--- config.mk ---
export PLATFORM = sky130hd
export DESIGN_NAME = axi_mst_wgen
export DESIGN_NICKNAME = d
export VERILOG_FILES = /design/src/rtl/axi_mst_wgen.sv
export SDC_FILE = /design/constraint.sdc
export NUM_CORES = 1
export LEC_CHECK = 0
export ABC_AREA = 1
export BUFFER_PORTS_ARGS = -buffer_cell sky130_fd_sc_hd__buf_4
export CORE_MARGIN = 2
export CORE_UTILIZATION = 45
export CTS_CLUSTER_SIZE = 28
export DETAILED_ROUTE_END_ITERATION = 12
export SLEW_MARGIN = 20
export SYNTH_ARGS = -nofsm -noshare
export SYNTH_HDL_FRONTEND = slang
export SYNTH_SLANG_ARGS = --single-unit
--- constraint.sdc ---
create_clock -name aclk -period 9.8 [get_ports aclk]
set_input_delay 1.96 -clock aclk [delete_from_list [all_inputs] [get_ports aclk]]
set_output_delay 1.96 -clock aclk [all_outputs]
set_load 0.1 [all_outputs]
--- src/rtl/axi_mst_wgen.sv ---
// AXI write-data generator: queues observed AW commands and plays out W bursts
// with LFSR data, narrow-transfer strobes and optional random B/R readies.
module axi_mst_wgen #(
    parameter int          AXI_ID_W   = 4,
    parameter int          AXI_DATA_W = 32,
    parameter int          OSTD_DEPTH = 4,
    parameter logic [31:0] LFSR_SEED  = 32'hACE1_2468,
    parameter int          READY_MODE = 1,
    localparam int         STRB_W     = AXI_DATA_W / 8,
    localparam int         AL_W       = $clog2(STRB_W),
    localparam int         CNT_W      = $clog2(OSTD_DEPTH) + 1
) (
    input  logic                  aclk,
    input  logic                  aresetn,
    input  logic                  srst,
    input  logic                  in_awvalid,
    input  logic                  in_awready,
    input  logic [AXI_ID_W-1:0]   in_awid,
    input  logic [7:0]            in_awlen,
    input  logic [2:0]            in_awsize,
    input  logic [AL_W-1:0]       in_awaddr_lo,
    output logic                  out_cmd_full,
    output logic [CNT_W-1:0]      out_ostd_cnt,
    output logic                  out_wvalid,
    output logic                  out_wlast,
    output logic [AXI_ID_W-1:0]   out_wid,
    output logic [AXI_DATA_W-1:0] out_wdata,
    output logic [STRB_W-1:0]     out_wstrb,
    input  logic                  in_wready,
    output logic                  out_bready,
    output logic                  out_rready,
    output logic                  out_err_ovf
);
    localparam int          PTR_W     = CNT_W - 1;
    // Right-shift Galois taps for x^32+x^22+x^2+x+1
    localparam logic [31:0] LFSR_TAPS = 32'h8020_0003;

    typedef struct packed {
        logic [AXI_ID_W-1:0] id;
        logic [7:0]          len;
        logic [2:0]          size;
        logic [AL_W-1:0]     addr_lo;
    } cmd_t;

    cmd_t             mem_q [OSTD_DEPTH];
    logic [PTR_W-1:0] wr_ptr_q, rd_ptr_q;
    logic [CNT_W-1:0] cnt_q, cnt_d;
    logic [7:0]       beat_cnt_q;
    logic [31:0]      lfsr_q, rlfsr_q;
    logic             err_ovf_q, bready_q, rready_q;

    cmd_t             head;
    logic             wvalid, wlast, full, push_req, push_ok, pop, beat_acc;
    logic [2:0]       esize;
    logic [AL_W-1:0]  lane_base, lane;
    logic [7:0]       lane_off;
    logic [AL_W:0]    nbytes;
    logic [STRB_W-1:0]     strb;
    logic [AXI_DATA_W-1:0] wdata;

    function automatic logic [31:0] lfsr_next(input logic [31:0] s);
        return {1'b0, s[31:1]} ^ (s[0] ? LFSR_TAPS : 32'h0);
    endfunction

    assign head     = mem_q[rd_ptr_q];
    assign full     = (cnt_q == CNT_W'(OSTD_DEPTH));
    assign wvalid   = (cnt_q != '0);
    assign wlast    = wvalid && (beat_cnt_q == head.len);
    assign push_req = in_awvalid && in_awready;
    assign beat_acc = wvalid && in_wready;
    assign pop      = beat_acc && wlast;
    // A full queue can still take a push when the head burst retires this cycle
    assign push_ok  = push_req && (!full || pop);
    assign cnt_d    = cnt_q + CNT_W'(push_ok) - CNT_W'(pop);

    // Lane is derived from the beat count so a stalled beat keeps its strobe
    assign esize     = (head.size > 3'(AL_W)) ? 3'(AL_W) : head.size;
    assign nbytes    = (AL_W+1)'(1) << esize;
    assign lane_base = (head.addr_lo >> esize) << esize;
    assign lane_off  = beat_cnt_q << esize;
    assign lane      = lane_base + lane_off[AL_W-1:0];

    always_comb begin
        strb  = '0;
        wdata = '0;
        for (int b = 0; b < STRB_W; b++) begin
            strb[b] = wvalid && (b >= int'(lane)) && (b < int'(lane) + int'(nbytes));
            if (strb[b])
                wdata[8*b +: 8] = lfsr_q[8*(b%4) +: 8];
        end
    end

    always_ff @(posedge aclk or negedge aresetn) begin
        if (!aresetn) begin
            for (int i = 0; i < OSTD_DEPTH; i++) mem_q[i] <= '0;
            wr_ptr_q  <= '0;
            rd_ptr_q  <= '0;
            cnt_q     <= '0;
            err_ovf_q <= 1'b0;
        end else if (srst) begin
            for (int i = 0; i < OSTD_DEPTH; i++) mem_q[i] <= '0;
            wr_ptr_q  <= '0;
            rd_ptr_q  <= '0;
            cnt_q     <= '0;
            err_ovf_q <= 1'b0;
        end else begin
            if (push_ok) begin
                mem_q[wr_ptr_q] <= '{id: in_awid, len: in_awlen,
                                     size: in_awsize, addr_lo: in_awaddr_lo};
                wr_ptr_q        <= wr_ptr_q + PTR_W'(1);
            end
            if (pop)
                rd_ptr_q <= rd_ptr_q + PTR_W'(1);
            if (push_req && !push_ok)
                err_ovf_q <= 1'b1;
            cnt_q <= cnt_d;
        end
    end

    always_ff @(posedge aclk or negedge aresetn) begin
        if (!aresetn) begin
            beat_cnt_q <= '0;
            lfsr_q     <= LFSR_SEED;
        end else if (srst) begin
            beat_cnt_q <= '0;
            lfsr_q     <= LFSR_SEED;
        end else if (beat_acc) begin
            beat_cnt_q <= wlast ? 8'd0 : beat_cnt_q + 8'd1;
            lfsr_q     <= lfsr_next(lfsr_q);
        end
    end

    always_ff @(posedge aclk or negedge aresetn) begin
        if (!aresetn) begin
            rlfsr_q  <= ~LFSR_SEED;
            bready_q <= 1'b0;
            rready_q <= 1'b0;
        end else if (srst) begin
            rlfsr_q  <= ~LFSR_SEED;
            bready_q <= 1'b0;
            rready_q <= 1'b0;
        end else begin
            rlfsr_q  <= lfsr_next(rlfsr_q);
            bready_q <= (READY_MODE != 0) ? rlfsr_q[0]  : 1'b1;
            rready_q <= (READY_MODE != 0) ? rlfsr_q[16] : 1'b1;
        end
    end

    assign out_cmd_full = full;
    assign out_ostd_cnt = cnt_q;
    assign out_wvalid   = wvalid;
    assign out_wlast    = wlast;
    assign out_wid      = wvalid ? head.id : '0;
    assign out_wdata    = wdata;
    assign out_wstrb    = strb;
    assign out_bready   = bready_q;
    assign out_rready   = rready_q;
    assign out_err_ovf  = err_ovf_q;

endmodule

======== After elaboration in Yosys (flattened, before gate mapping) ========
Index checks and enable logic that the tools add are counted.
cells by class
  $add $sub $neg .......................... 7
  magnitude comparators ................... 11
  eq/ne operators ......................... 2
  shift operators ......................... 4
  mux-type cells .......................... 31
  bitwise operators ....................... 4
  reduce and logical (&&, ||, !) cells .... 22
operators by type and width
  kind                                                               number
  two-way mux 32 bit                                                 5
  two-way mux 68 bit                                                 2
  bitwise mux 68 bit                                                 1
  bitwise XOR 31 x 32 -> 32 bit                                      2
  two-way mux 8 bit                                                  7
  two-way mux 17 bit                                                 3
  binary-select mux 17 bit (select 2 bit)                            1
  demux 17 bit (select 2 bit)                                        1
  less-than comparator 1 x 32 -> 1 bit (first input constant)        1
  less-than comparator 2 x 32 -> 1 bit (first input constant)        1
  less-than comparator 3 x 32 -> 1 bit (first input constant)        1
  logical AND 1 bit                                                  14
  adder 8 x 1 -> 8 bit (second input constant)                       1
  equality test 8 bit                                                1
  two-way mux 2 bit                                                  4
  nonzero test 2 bit                                                 4
  left shift 8 x 3 -> 2 bit                                          1
  greater-or-equal comparator 3 bit (second input constant)          2
  two-way mux 3 bit                                                  2
  inverter 2 -> 3 bit                                                2
  adder 2 x 1 -> 2 bit (second input constant)                       2
  adder 2 x 3 -> 4 bit                                               1
  greater-or-equal comparator 1 x 2 -> 1 bit (first input constant)  2
  less-than comparator 2 x 4 -> 1 bit (first input constant)         1
  15 further kinds                                                   19
word-level totals
  flip-flop bits (word level) ............. 150
  logic and storage cells ................. 106

======== Logic depth before layout (Yosys ltp) ========
  depth after elaboration ................. 13
  depth in mapped cells ................... 24

======== Least setup slack after synthesis ========
OpenSTA, ideal clock, no wires.
  kind .................................... register -> output
  start point ............................. reg rd_ptr_q[0]
  end point ............................... out out_wdata[24]
  data arrival time ....................... 5,492 ps
  data required time ...................... 7,840 ps
  setup slack ............................. 2,348 ps
  stages on the path, launching flop included .. 20
  buffers on the path ..................... 2
  cell sequence ........................... dfrtp_1 buf_2 buf_1 nor2_1 nor2_1 o21ai_0 a21oi_1 ha_1 xor2_1 nand2_1 nand2_1 inv_1 fa_1 nand2_1 nand2_1 nand2_1 inv_1 nor2_1 inv_1 nor2_1
between the ends
  word-level cells in the longest chain between the ends .. 13
  elaborated cells on any way between the ends .. 15
  those cells by class .................... add/sub: 2; order compare: 2; shift: 4; mux: 5; bitwise: 1; reduce/logical: 1
RTL lines
  element                                                  RTL line  source
  start: declaration                                       46        logic [PTR_W-1:0] wr_ptr_q, rd_ptr_q;
  start signal: assignment                                 113       rd_ptr_q <= rd_ptr_q + PTR_W'(1);
  inverter 2 -> 3 bit (not written as such) *              65        assign head = mem_q[rd_ptr_q];
  binary-select mux 17 bit (select 2 bit) *                65
  two-way mux 17 bit (not written as such) * (2 in a row)  65
  > comparator 3 x 2 -> 1 bit                              77        assign esize = (head.size > 3'(AL_W)) ? 3'(AL_W) : head.size;
  two-way mux 3 bit                                        77
  right shift 2 x 3 -> 2 bit                               79        assign lane_base = (head.addr_lo >> esize) << esize;
  left shift 2 x 3 -> 2 bit                                79
  adder 2 bit                                              81        assign lane = lane_base + lane_off[AL_W-1:0];
  adder 2 x 3 -> 4 bit *                                   87        strb[b] = wvalid && (b >= int'(lane)) && (b < int'(lane) + int'(nbytes));
  less-than comparator 2 x 4 -> 1 bit *                    87
  logical AND 1 bit *                                      87
  named net out_wstrb[3]                                   28        output logic [STRB_W-1:0] out_wstrb,
  two-way mux 8 bit *                                      88        if (strb[b])
  end: declaration                                         27        output logic [AXI_DATA_W-1:0] out_wdata,
Mark *: on every way through the listed nets, which the timed path passes. The rest lies on a longest branch. The select of a mux whose other input is x is not followed.

======== Worst setup path after layout ========
  start point ............................. reg rd_ptr_q[0]
  end point ............................... out out_wdata[15]
between the ends
  word-level cells in the longest chain between the ends .. 13
  elaborated cells on any way between the ends .. 17
  those cells by class .................... add/sub: 2; order compare: 3; shift: 4; mux: 5; bitwise: 1; reduce/logical: 2
RTL lines
  element                                                                             RTL line
  inverter 2 -> 3 bit (not written as such) *                                         65
  binary-select mux 17 bit (select 2 bit) *                                           65
  two-way mux 17 bit (not written as such) * (2 in a row)                             65
  > comparator 3 x 2 -> 1 bit                                                         77
  two-way mux 3 bit                                                                   77
  right shift 2 x 3 -> 2 bit                                                          79
  left shift 2 x 3 -> 2 bit                                                           79
  adder 2 bit                                                                         81
  adder 2 x 3 -> 4 bit or greater-or-equal comparator 1 x 2 -> 1 bit (tied branches)  87
  less-than comparator 2 x 32 -> 1 bit or logical AND 1 bit (tied branches)           87
  logical AND 1 bit *                                                                 87
  two-way mux 8 bit *                                                                 88
Mark *: on every way between the ends. The rest lies on a longest branch, timed or not. The select of a mux whose other input is x is not followed.

==> results.cfg <==
[final_layout]
areaGrowthSynthToFinish_pct = 16.8
fillers = 1547
sequential_cell_area_mm2 = 0.00377
design.final.nets = 952
drive_above_1_share_pct = 18.6
finish.instance_area_mm2 = 0.00853
n_antenna_cell = 0
multi_input_area_mm2 = 0.00287

[synth]
synth_largest_type_area_fraction_pct = 40.1
ys_ff_latch = 149
syn_area_mm2 = 0.00730
yosys_most_used_dff = sky130_fd_sc_hd__dfrtp_1
synth-seq-area-share_pct = 51.6
netlist-cell-type-count = 35
synthesis.nets = 908
yosys_warnings = 0
ys_top_cells_by_count = 157 x sky130_fd_sc_hd__nand2_1, 117 x sky130_fd_sc_hd__dfrtp_1, 112 x sky130_fd_sc_hd__nor2_1
synth.most_common_cell = sky130_fd_sc_hd__nand2_1
synth_area_leader_cell = sky130_fd_sc_hd__dfrtp_1
synth-async-reset-ratio_pct = 100
synth_edf_count = 0
synth_area_leaders = sky130_fd_sc_hd__dfrtp_1 40%, sky130_fd_sc_hd__dfstp_2 12%, sky130_fd_sc_hd__nand2_1 8.1%
synthesis.area_per_instance_um2 = 8.36
netlist_instances = 873

[pwr]
intPower_mw = 1.23
netSwitchingFraction_pct = 45.4
power.leakage_nw = 4.43
power_frac_comb_pct = 38.6
net-switching-power_mw = 1.02
cellPowerDensity_mw_per_mm2 = 264
seq_power_share_pct = 31.9
power.ir.vdd_worst_mv = 0.234
clkPwrFrac_pct = 29.5

[sta]
fmaxAchievable_ghz = 0.158
fin_crit_ns = 6.33
timing_max_transition_violations_final = 0
maxSlewHeadroom_pct = 39.3
timing.final.hold_violations = 0
clock-skew-final_ns = 0.00649
setup_tns_final_ns = 0
rsz_0062_raised_after_global_routing = false
worst_slew_pin_slew_ns = 0.911
timing.final.crit_share_pct = 64.6
final_number_of_setup_violating_endpoints = 0

[floorplan]
num_io_pins = 72
initial_utilization_pct = 46.0
dieWidth_um = 131
floorplan.die.height_um = 131
floorplan.rows = 46
die-area_mm2 = 0.0173
core_area_mm2 = 0.0159

[detailed_routing]
dr_total_vias = 6003
avgRoutedWirePerCell_um = 15.8
drc_errors_left = 0
antenna_left = 0
avgViaCountPerCell = 5.24
initial_drc_count = 467
drt_first_pass_iters = 5
routed_wirelength_um = 18100

[clock_network]
cts.path.max_buffers = 2
cts_tree = built
cts.clk_slew.worst_paths_ns = 0.07
number_of_sinks_on_the_clock_net = 149
ctsRootBufferMaster = sky130_fd_sc_hd__clkbuf_16
clock_insertion_delay_worst_skew_ns = 0.42
cts_htree_levels = 4
post_cts_buffers = 0
post_cts_resize_count = 0
tritoncts.num_buffers = 17
post_cts_hold_buffer_count = 0

[run]
timing.max_cap.violations = 0

[worst_setup_path]
required_ns = 7.84
timing.critical_path.fanout_max = 36
critical_path.startpoint_type = register
critical_path.reg2reg.startpoint = rd_ptr_q[0]$_DFFE_PN0P_
critical_path.endpoint_type = output port
cp.arrival_ns = 4.37
rr_worst_depth = 20
path_class = reg2out
critical_path.startpoint = rd_ptr_q[0]$_DFFE_PN0P_
worst_r2r_endpoint = out_ostd_cnt[2]$_DFF_PN0_
worst-r2r-setup-slack_ns = 5.54

[placed_design]
detailedPlacementHpwl_um = 10700
placement.io_buffers = 71
gpl.final_weighted_congestion = 0.771
post_dp_cell_area_mm2 = 0.00792

[global_route]
first_pass_grt_wire_length_um = 30600
grt_pass1_vias = 5896
global_route.usage.total_pct = 22.1
grt_start_max_net_pins = 92
antenna_found_initial = 0
grt-ovfl-total = 0

[min_path]
timing.hold.worst_path_depth = 1
hold_path_startpoint = rlfsr_q[29]$_DFF_PN0_
hold_class = reg2reg
hold_end = rlfsr_q[28]$_DFF_PN1_

[status]
run_status = finished, final reports clean
area by class of cell:
cell class                 instances  area share (%)
clock inverter                    15            2.13
tap                              216            3.17
clock buffer                      17            4.99
sequential                       149            44.2
multi-input combinational        562            33.7
timing repair buffer              81            7.17
inverter                         106            4.67
power by group through the flow:
| stage | clock, mW | sequential, mW | combinational [mW] |
|---|---|---|---|
| after floorplan | 0 | 0.752 | 0.652 |
| after global placement | 0 | 0.726 | 0.866 |
| after detailed placement | 0 | 0.727 | 0.870 |
| after CTS | 0.677 | 0.716 | 0.872 |
| after global routing | 0.707 | 0.724 | 0.925 |
| final | 0.665 | 0.717 | 0.868 |
routing by layer:
layer  wire length (µm)  global-route usage, %
met5                  0                      0
met4                180                   6.34
met3                840                   4.82
met2               8460                   34.0
met1               8650                   31.5
logic make-up (layout without fill, tap and decap cells):
logic type | Yosys count | in the layout | synth area share [%]
compound gates | 72 | 72 | 6.00
xor+xnor | 13 | 13 | 1.56
fa+ha+maj | 12 | 12 | 2.26
buf+inv | 162 | 219 | 9.03
flops | 149 | 149 | 51.6
simple gates | 465 | 465 | 29.5
how the worst max path moves through the flow:
stage / endpoint / slack, ns / cells past startpoint
after floorplan: out_wdata[24] / 2.35 / 19
after global placement: out_wdata[15] / 4.03 / 22
after detailed placement: out_wdata[15] / 3.95 / 21
after CTS: out_wdata[15] / 3.49 / 21
after global routing: out_wdata[9] / 2.96 / 22
final: out_wdata[15] / 3.47 / 22
registers in the layout (all words and copies together) (netlist names), 2 cells and up:
| signal | count |
|---|---|
| mem_q | 68 |
| out_ostd_cnt | 3 |
| rlfsr_q | 31 |
| lfsr_q | 32 |
| wr_ptr_q | 2 |
| beat_cnt_q | 8 |
| rd_ptr_q | 2 |
layout by cell type, fill, tap and decap left out, types with 20 or more instances in the layout:
cell type and count:
sky130_fd_sc_hd__nor2_1 112, sky130_fd_sc_hd__nand2_1 157, sky130_fd_sc_hd__inv_1 100, sky130_fd_sc_hd__dfstp_2 32, sky130_fd_sc_hd__buf_4 80, sky130_fd_sc_hd__dfrtp_1 117, sky130_fd_sc_hd__o21ai_0 20, sky130_fd_sc_hd__a22oi_1 20
sky130_fd_sc_hd__nand3_1 96, sky130_fd_sc_hd__nand4_1 70
through the flow:
| stage | power (mW) | setup WS [ns] | utilization (%) | hold WS, ns | instances |
|---|---|---|---|---|---|
| after global placement | 1.59 | 4.03 | 49.9 | 0.415 | 1114 |
| after CTS | 2.26 | 3.49 | 53.7 | 0.435 | 1146 |
| final | 2.25 | 3.47 | 53.7 | 0.430 | 1146 |
| after floorplan | 1.40 | 2.35 | - | 0.410 | 873 |
| after detailed placement | 1.60 | 3.95 | 49.9 | 0.417 | 1114 |
| after global routing | 2.36 | 2.96 | 53.7 | 0.444 | 1146 |
worst max-delay path, stage by stage (launching register included):
cell and delay (ns):
sky130_fd_sc_hd__dfrtp_1 0.32, sky130_fd_sc_hd__buf_4 0.35, sky130_fd_sc_hd__inv_2 0.35, sky130_fd_sc_hd__nor2_1 0.18, sky130_fd_sc_hd__nand2_1 0.06, sky130_fd_sc_hd__nand3_1 0.07, sky130_fd_sc_hd__nand2_1 0.10, sky130_fd_sc_hd__inv_1 0.11
sky130_fd_sc_hd__nand2_1 0.08, sky130_fd_sc_hd__a21oi_1 0.14, sky130_fd_sc_hd__ha_1 0.17, sky130_fd_sc_hd__xor2_1 0.18, sky130_fd_sc_hd__nand2_1 0.07, sky130_fd_sc_hd__nand2_1 0.12, sky130_fd_sc_hd__inv_1 0.10, sky130_fd_sc_hd__fa_1 0.44
sky130_fd_sc_hd__nand2_1 0.08, sky130_fd_sc_hd__nand2_1 0.05, sky130_fd_sc_hd__nand2_1 0.09, sky130_fd_sc_hd__nor2_1 0.04, sky130_fd_sc_hd__nand3b_1 0.33, sky130_fd_sc_hd__nor2_1 0.19, sky130_fd_sc_hd__buf_4 0.31
Power figures use the tool's default switching activity.
